===== src/rtl/nmx1_pkg.sv =====
// Shared types and defaults for the NMX1 Wishbone-to-macro bridge.
package nmx1_pkg;

  typedef enum logic [1:0] {
    IDLE  = 2'd0,
    REQ   = 2'd1,
    RESP  = 2'd2,
    DRAIN = 2'd3
  } state_t;

  localparam logic [31:0] DEFAULT_BASE_ADDR = 32'h3000_0000;
  localparam logic [31:0] DEFAULT_ADDR_MASK = 32'h0000_0FFF;
  localparam int          DEFAULT_TIMEOUT   = 255;

  // Read data returned when the macro never answers.
  localparam logic [31:0] ERR_DATA = 32'h0000_0000;

  // True when the address falls inside the decoded window.
  function automatic logic in_window(input logic [31:0] adr,
                                     input logic [31:0] base,
                                     input logic [31:0] mask);
    return (adr & ~mask) == base;
  endfunction

endpackage


===== src/rtl/nmx1_wb_ctrl_if.sv =====
// Wishbone slave-side bus bundle for the NMX1 bridge.
interface nmx1_wb_ctrl_if;

  logic        wb_cyc_i;
  logic        wb_stb_i;
  logic        wb_we_i;
  logic [31:0] wb_adr_i;
  logic [31:0] wb_dat_i;
  logic [3:0]  wb_sel_i;
  logic        wb_ack_o;
  logic        wb_err_o;
  logic [31:0] wb_dat_o;

  modport master (
    output wb_cyc_i, wb_stb_i, wb_we_i, wb_adr_i, wb_dat_i, wb_sel_i,
    input  wb_ack_o, wb_err_o, wb_dat_o
  );

  modport slave (
    input  wb_cyc_i, wb_stb_i, wb_we_i, wb_adr_i, wb_dat_i, wb_sel_i,
    output wb_ack_o, wb_err_o, wb_dat_o
  );

endinterface


===== src/rtl/nmx1_timeout_cnt.sv =====
// Saturating 16-bit wait counter; expired flags the cycle in which the
// count would reach TIMEOUT, so the macro gets exactly TIMEOUT cycles.
module nmx1_timeout_cnt
  import nmx1_pkg::*;
#(
  parameter int TIMEOUT = DEFAULT_TIMEOUT
) (
  input  logic clk,
  input  logic rst_n,
  input  logic clr,
  input  logic en,
  output logic expired
);

  localparam logic [16:0] LIMIT = 17'(TIMEOUT);

  logic [15:0] count;

  // Count waiting cycles, holding at all-ones instead of wrapping
  always_ff @(posedge clk or negedge rst_n) begin
    if (!rst_n) begin
      count <= 16'd0;
    end else if (clr) begin
      count <= 16'd0;
    end else if (en && (count != 16'hFFFF)) begin
      count <= count + 16'd1;
    end
  end

  assign expired = ({1'b0, count} + 17'd1) >= LIMIT;

endmodule


===== src/rtl/nmx1_wb_ctrl.sv =====
// Wishbone slave that forwards decoded accesses to the NMX1 macro
// request/acknowledge port, with timeout and abandoned-cycle draining.
module nmx1_wb_ctrl
  import nmx1_pkg::*;
#(
  parameter logic [31:0] BASE_ADDR = DEFAULT_BASE_ADDR,
  parameter logic [31:0] ADDR_MASK = DEFAULT_ADDR_MASK,
  parameter int          TIMEOUT   = DEFAULT_TIMEOUT
) (
  input  logic                 CLKin,
  input  logic                 RSTin,
  nmx1_wb_ctrl_if.slave        bus,
  output logic                 EN,
  output logic                 R_WB,
  output logic [31:0]          DI,
  output logic [31:0]          AD,
  output logic [3:0]           SEL,
  input  logic [31:0]          DO,
  input  logic                 func_ack
);

  state_t      state;
  logic        ack_q;
  logic        err_q;
  logic [31:0] dat_q;
  logic        req_valid;
  logic        hit;
  logic        cnt_clr;
  logic        cnt_en;
  logic        expired;

  assign req_valid = bus.wb_cyc_i & bus.wb_stb_i;
  assign hit       = in_window(bus.wb_adr_i, BASE_ADDR, ADDR_MASK);
  assign cnt_clr   = (state == IDLE);
  assign cnt_en    = ((state == REQ) || (state == DRAIN)) && !func_ack;

  nmx1_timeout_cnt #(.TIMEOUT(TIMEOUT)) u_timeout (
    .clk     (CLKin),
    .rst_n   (RSTin),
    .clr     (cnt_clr),
    .en      (cnt_en),
    .expired (expired)
  );

  // Terminations are only presented to a master that still holds its cycle.
  assign bus.wb_ack_o = ack_q & bus.wb_cyc_i;
  assign bus.wb_err_o = err_q & bus.wb_cyc_i;
  assign bus.wb_dat_o = dat_q;

  // Transfer sequencing: decode, macro handshake, termination and drain
  always_ff @(posedge CLKin or negedge RSTin) begin
    if (!RSTin) begin
      state <= IDLE;
      EN    <= 1'b0;
      R_WB  <= 1'b0;
      DI    <= 32'd0;
      AD    <= 32'd0;
      SEL   <= 4'd0;
      ack_q <= 1'b0;
      err_q <= 1'b0;
      dat_q <= 32'd0;
    end else begin
      ack_q <= 1'b0;
      err_q <= 1'b0;
      case (state)
        IDLE: begin
          // the strobe that caused an error pulse is still up for one edge
          if (req_valid && !err_q) begin
            if (hit) begin
              R_WB  <= ~bus.wb_we_i;
              DI    <= bus.wb_dat_i;
              AD    <= bus.wb_adr_i & ADDR_MASK;
              SEL   <= bus.wb_sel_i;
              EN    <= 1'b1;
              state <= REQ;
            end else begin
              err_q <= 1'b1;
            end
          end
        end
        REQ: begin
          if (!bus.wb_cyc_i) begin
            if (func_ack || expired) begin
              EN    <= 1'b0;
              state <= IDLE;
            end else begin
              state <= DRAIN;
            end
          end else if (func_ack) begin
            EN    <= 1'b0;
            ack_q <= 1'b1;
            if (R_WB) begin
              dat_q <= DO;
            end
            state <= RESP;
          end else if (expired) begin
            EN    <= 1'b0;
            err_q <= 1'b1;
            dat_q <= ERR_DATA;
            state <= IDLE;
          end
        end
        RESP: begin
          state <= IDLE;
        end
        DRAIN: begin
          if (func_ack || expired) begin
            EN    <= 1'b0;
            state <= IDLE;
          end
        end
        default: begin
          EN    <= 1'b0;
          state <= IDLE;
        end
      endcase
    end
  end

endmodule


===== src/flat_wrapper.sv =====
// flat-port wrapper written by rule: the top's interface ports become plain ports
module nmx1_wb_ctrl_flat import nmx1_pkg::*;
#(
  parameter logic [31:0] BASE_ADDR = DEFAULT_BASE_ADDR,
  parameter logic [31:0] ADDR_MASK = DEFAULT_ADDR_MASK,
  parameter int          TIMEOUT   = DEFAULT_TIMEOUT
)
  (CLKin, RSTin, EN, R_WB, DI, AD, SEL, DO, func_ack, bus_wb_cyc_i, bus_wb_stb_i, bus_wb_we_i, bus_wb_adr_i, bus_wb_dat_i, bus_wb_sel_i, bus_wb_ack_o, bus_wb_err_o, bus_wb_dat_o);
  nmx1_wb_ctrl_if bus_i ();
  input  logic CLKin;
  input  logic RSTin;
  output logic EN;
  output logic R_WB;
  output logic [31:0] DI;
  output logic [31:0] AD;
  output logic [3:0] SEL;
  input  logic [31:0] DO;
  input  logic func_ack;
  input wire logic [$bits(bus_i.wb_cyc_i)-1:0] bus_wb_cyc_i;
  input wire logic [$bits(bus_i.wb_stb_i)-1:0] bus_wb_stb_i;
  input wire logic [$bits(bus_i.wb_we_i)-1:0] bus_wb_we_i;
  input wire logic [$bits(bus_i.wb_adr_i)-1:0] bus_wb_adr_i;
  input wire logic [$bits(bus_i.wb_dat_i)-1:0] bus_wb_dat_i;
  input wire logic [$bits(bus_i.wb_sel_i)-1:0] bus_wb_sel_i;
  output wire logic [$bits(bus_i.wb_ack_o)-1:0] bus_wb_ack_o;
  output wire logic [$bits(bus_i.wb_err_o)-1:0] bus_wb_err_o;
  output wire logic [$bits(bus_i.wb_dat_o)-1:0] bus_wb_dat_o;
  assign bus_i.wb_cyc_i = bus_wb_cyc_i;
  assign bus_i.wb_stb_i = bus_wb_stb_i;
  assign bus_i.wb_we_i = bus_wb_we_i;
  assign bus_i.wb_adr_i = bus_wb_adr_i;
  assign bus_i.wb_dat_i = bus_wb_dat_i;
  assign bus_i.wb_sel_i = bus_wb_sel_i;
  assign bus_wb_ack_o = bus_i.wb_ack_o;
  assign bus_wb_err_o = bus_i.wb_err_o;
  assign bus_wb_dat_o = bus_i.wb_dat_o;
  nmx1_wb_ctrl #(.BASE_ADDR(BASE_ADDR), .ADDR_MASK(ADDR_MASK), .TIMEOUT(TIMEOUT)) u_core (.CLKin(CLKin), .RSTin(RSTin), .bus(bus_i), .EN(EN), .R_WB(R_WB), .DI(DI), .AD(AD), .SEL(SEL), .DO(DO), .func_ack(func_ack));
endmodule

===== config.mk =====
export PLATFORM = sky130hd
export DESIGN_NAME = nmx1_wb_ctrl_flat
export DESIGN_NICKNAME = d
export VERILOG_FILES = /design/src/rtl/nmx1_pkg.sv /design/src/rtl/nmx1_wb_ctrl_if.sv /design/src/rtl/nmx1_timeout_cnt.sv /design/src/rtl/nmx1_wb_ctrl.sv /design/src/flat_wrapper.sv
export SDC_FILE = /design/constraint.sdc
export NUM_CORES = 1
export LEC_CHECK = 0
export BUFFER_PORTS_ARGS = -buffer_cell sky130_fd_sc_hd__buf_2
export CAP_MARGIN = 20
export CORE_MARGIN = 2
export CORE_UTILIZATION = 30
export CTS_CLUSTER_DIAMETER = 50
export DETAILED_ROUTE_END_ITERATION = 6
export SLEW_MARGIN = 30
export SYNTH_ARGS = -nofsm -noshare
export SYNTH_HDL_FRONTEND = slang
export SYNTH_HIERARCHICAL = 1
export SYNTH_SLANG_ARGS = --single-unit

===== constraint.sdc =====
create_clock -name CLKin -period 3.55 [get_ports CLKin]
set_input_delay 0.1775 -clock CLKin [delete_from_list [all_inputs] [get_ports CLKin]]
set_output_delay 0.1775 -clock CLKin [all_outputs]
set_load 0.05 [all_outputs]

==> flow_summary.ini <==
[timing]
final.min_clock_period_ns = 3.11
fin_crit_sh_pct = 87.7
layout_setup_ws_ns = 0.438
fin_tns_setup_ns = 0
fmax_ghz = 0.321
hold_violations = 0
slew_viol_final = 0
tightest_slew_ns = 0.651
rsz0062_at_grt = no
finalSetupViolations = 0
maxSlewHeadroom_pct = 56.6
fin_worst_skew_ns = 0.00719

[cells_and_area]
fin_nets = 689
drive_gt1_share_pct = 45.6
layout_common_cells = buf_2 (188), dfrtp_1 (102), mux2_4 (47), nand2_1 (45), o21ai_0 (25)
area_growth_pct = 27.4
diodes = 0
final_common_cell = buf_2

[clock_tree]
clk_latency_ns = 0.35
ctsRootBufferMaster = clkbuf_16
htree_levels = 3
numCtsBuffers = 9
clockBufferDepth = 2
clock-sinks = 102
cts.repair.resized = 0
cts_tree = done
clkTransAtPathRegs_ns = 0.07

[synth]
synth_top_area_cell = dfrtp_1
postSynthAreaPerCell_sq_um = 12.2
async_reset_ff_share_pct = 100
synth_top_area_share_pct = 53.0
yosysUniqueCellTypes = 50
synth_cells = 395
yosysWarnings = 6
ys_top_cells_by_area = dfrtp_1 (53%), mux2_4 (15%), nand2_1 (3.5%)
ys_ff_latch = 102
synth_ff_type = dfrtp_1
synth_area_sq_mm = 0.00482
ys_seq_area_share_pct = 53.0
synth-edff-count = 0

[drt]
dr.pass1.iters = 4
drt_wl_total_microns = 11100
drt_iter0_drc = 81
num_vias = 3586
drc_errors = 0
post_drt_wl_per_cell_microns = 13.8
top_layer = met5
avgViaCountPerCell = 4.47
wl_met1_microns = 4990
wl_met2_microns = 5150
wl_met3_microns = 844
ant_nets = 0

[worst_setup_path]
crit_path_end_kind = flop
cpMostUsedCell = o21ai_0
cp_cell_sequence = ha_1 -> nand4_2 -> or2_1 -> o21ai_0 -> a31oi_1 -> nand4bb_1 -> mux2_2 -> nand3_1 -> buf_4 -> o21ai_0
r2r_cells = 10
crit_type = reg2reg
critPathSlowestCell = dfrtp_1
cp_num_cells = 10
required_ns = 3.75
rr_startpoint = u_core/u_timeout/count[1]
r2r_end = u_core/bus.wb_dat_o[21]
cp.arrival_ns = 3.32
cpPeakStageDelay_ns = 0.44
crit_path_end = u_core/bus.wb_dat_o[21]
crit_buf_inv = 1
crit_fanout = 51
reg2reg_slack_ns = 0.44
crit_start = u_core/u_timeout/count[1]
crit_family = simple AND/OR/NAND/NOR gates
crit_path_start_kind = flop

[run_status]
status = completed

[hold_path]
hold_class = in2reg
min_from = DO[11]

[global_route]
grt_util_all_layers_pct = 12.5
grt_antenna_before_repair = 1
grt_pass1_wl_microns = 16600
grt_pass1_vias = 3407
grt_start_max_net_pins = 72
grt-ovfl-total = 0

[place]
dp_slack_ns = 0.454
dp_hpwl_microns = 8280
portBuffers = 189
gp_congestion = 0.824

[floorplan]
die_h_microns = 131
die_w_microns = 131
die_area_sq_mm = 0.0171
start_util_pct = 30.6
rows = 46
io_pins = 210
coreArea_sq_mm = 0.0158

[flow_run]
cap_violations = 0

[power_and_ir_drop]
pwr_density_cell_mw_per_mm2 = 366
total_leakage_power_nw = 3.23
peakVddDrop_v = 0.000198
==> cells in the mapped netlist, types with 6 or more instances <==
| master | number |
|---|---|
| nor2_1 | 17 |
| dfrtp_1 | 102 |
| and3_1 | 8 |
| a22o_1 | 13 |
| clkbuf_1 | 11 |
| buf_4 | 21 |
| nand3_1 | 9 |
| a21oi_1 | 8 |
| o21ai_0 | 25 |
| nand2_1 | 45 |
| mux2_4 | 47 |
| inv_1 | 6 |
| xor2_1 | 8 |
| nor4_1 | 6 |
==> logic make-up after synthesis <==
| group | share of synthesized area, % |
|---|---|
| fa+ha+maj | 0.519 |
| simple gates | 12.2 |
| flops | 53.0 |
| xor+xnor | 2.00 |
| buf+inv | 7.32 |
| compound gates | 9.37 |
| other cells | 0.0778 |
| mux | 15.5 |
==> metrics by stage <==
step                instances  cell area (sq um)  utilization [%]  power, mW  hold slack [ns]
global placement          784               5830             37.0       1.33            0.351
CTS                       802               6140             38.9       2.29           0.0236
finish                    802               6140             38.9       2.25           0.0439
floorplan                 414               4890                -       1.26           -0.118
detailed placement        784               5830             37.0       1.33            0.360
global route              802               6140             38.9       2.35           0.0318
==> cell type report <==
| class | instances | area [sq um] |
|---|---|---|
| fillers | 1598 | 9630 |
| clock buffers | 10 | 229 |
| inverters | 6 | 22.5 |
| well taps | 216 | 270 |
| multi-input cells | 265 | 1990 |
| repair buffers | 197 | 1020 |
| clock inverters | 6 | 56.3 |
| flip-flops and latches | 102 | 2550 |
==> how the worst min path moves through the flow <==
| stage | end | slack, ns | depth (start not counted) |
|---|---|---|---|
| floorplan | u_core/AD[0] | -0.12 | 0 |
| global placement | u_core/AD[6] | 0.35 | 1 |
| detailed placement | u_core/AD[6] | 0.36 | 1 |
| CTS | u_core/bus.wb_dat_o[11] | 0.02 | 2 |
| global route | u_core/bus.wb_dat_o[15] | 0.03 | 2 |
| finish | u_core/bus.wb_dat_o[11] | 0.04 | 2 |
==> what timing repair did <==
item                      in CTS  in global routing
hold endpoints to repair      64                  0
hold buffers                   2                  0
setup buffers                  0                  0
==> state kept, by name (all words and copies together) (netlist names) <==
register                flops
u_core/DI                  32
u_core/bus.wb_dat_o        32
u_core/u_timeout/count     16
u_core/AD                  12
u_core/SEL                  4
u_core/state                2
u_core/EN                   1
u_core/R_WB                 1
u_core/ack_q                1
u_core/err_q                1
==> where the power goes <==
part	internal [mW]	switching, mW	leakage (nW)
registers	1.16	0.000332	1.43
clock network	0.487	0.448	0.128
logic	0.0496	0.0987	1.68
total	1.70	0.547	3.23
==> routing by layer <==
metal / vias up / GRT usage, %
met2: 147 / 20.0
met3: 9 / 3.66
li1: 1720 / -
met1: 1708 / 16.2
met4: 2 / 4.13
met5: - / 0
No activity file was read; power rests on OpenSTA's default activity.
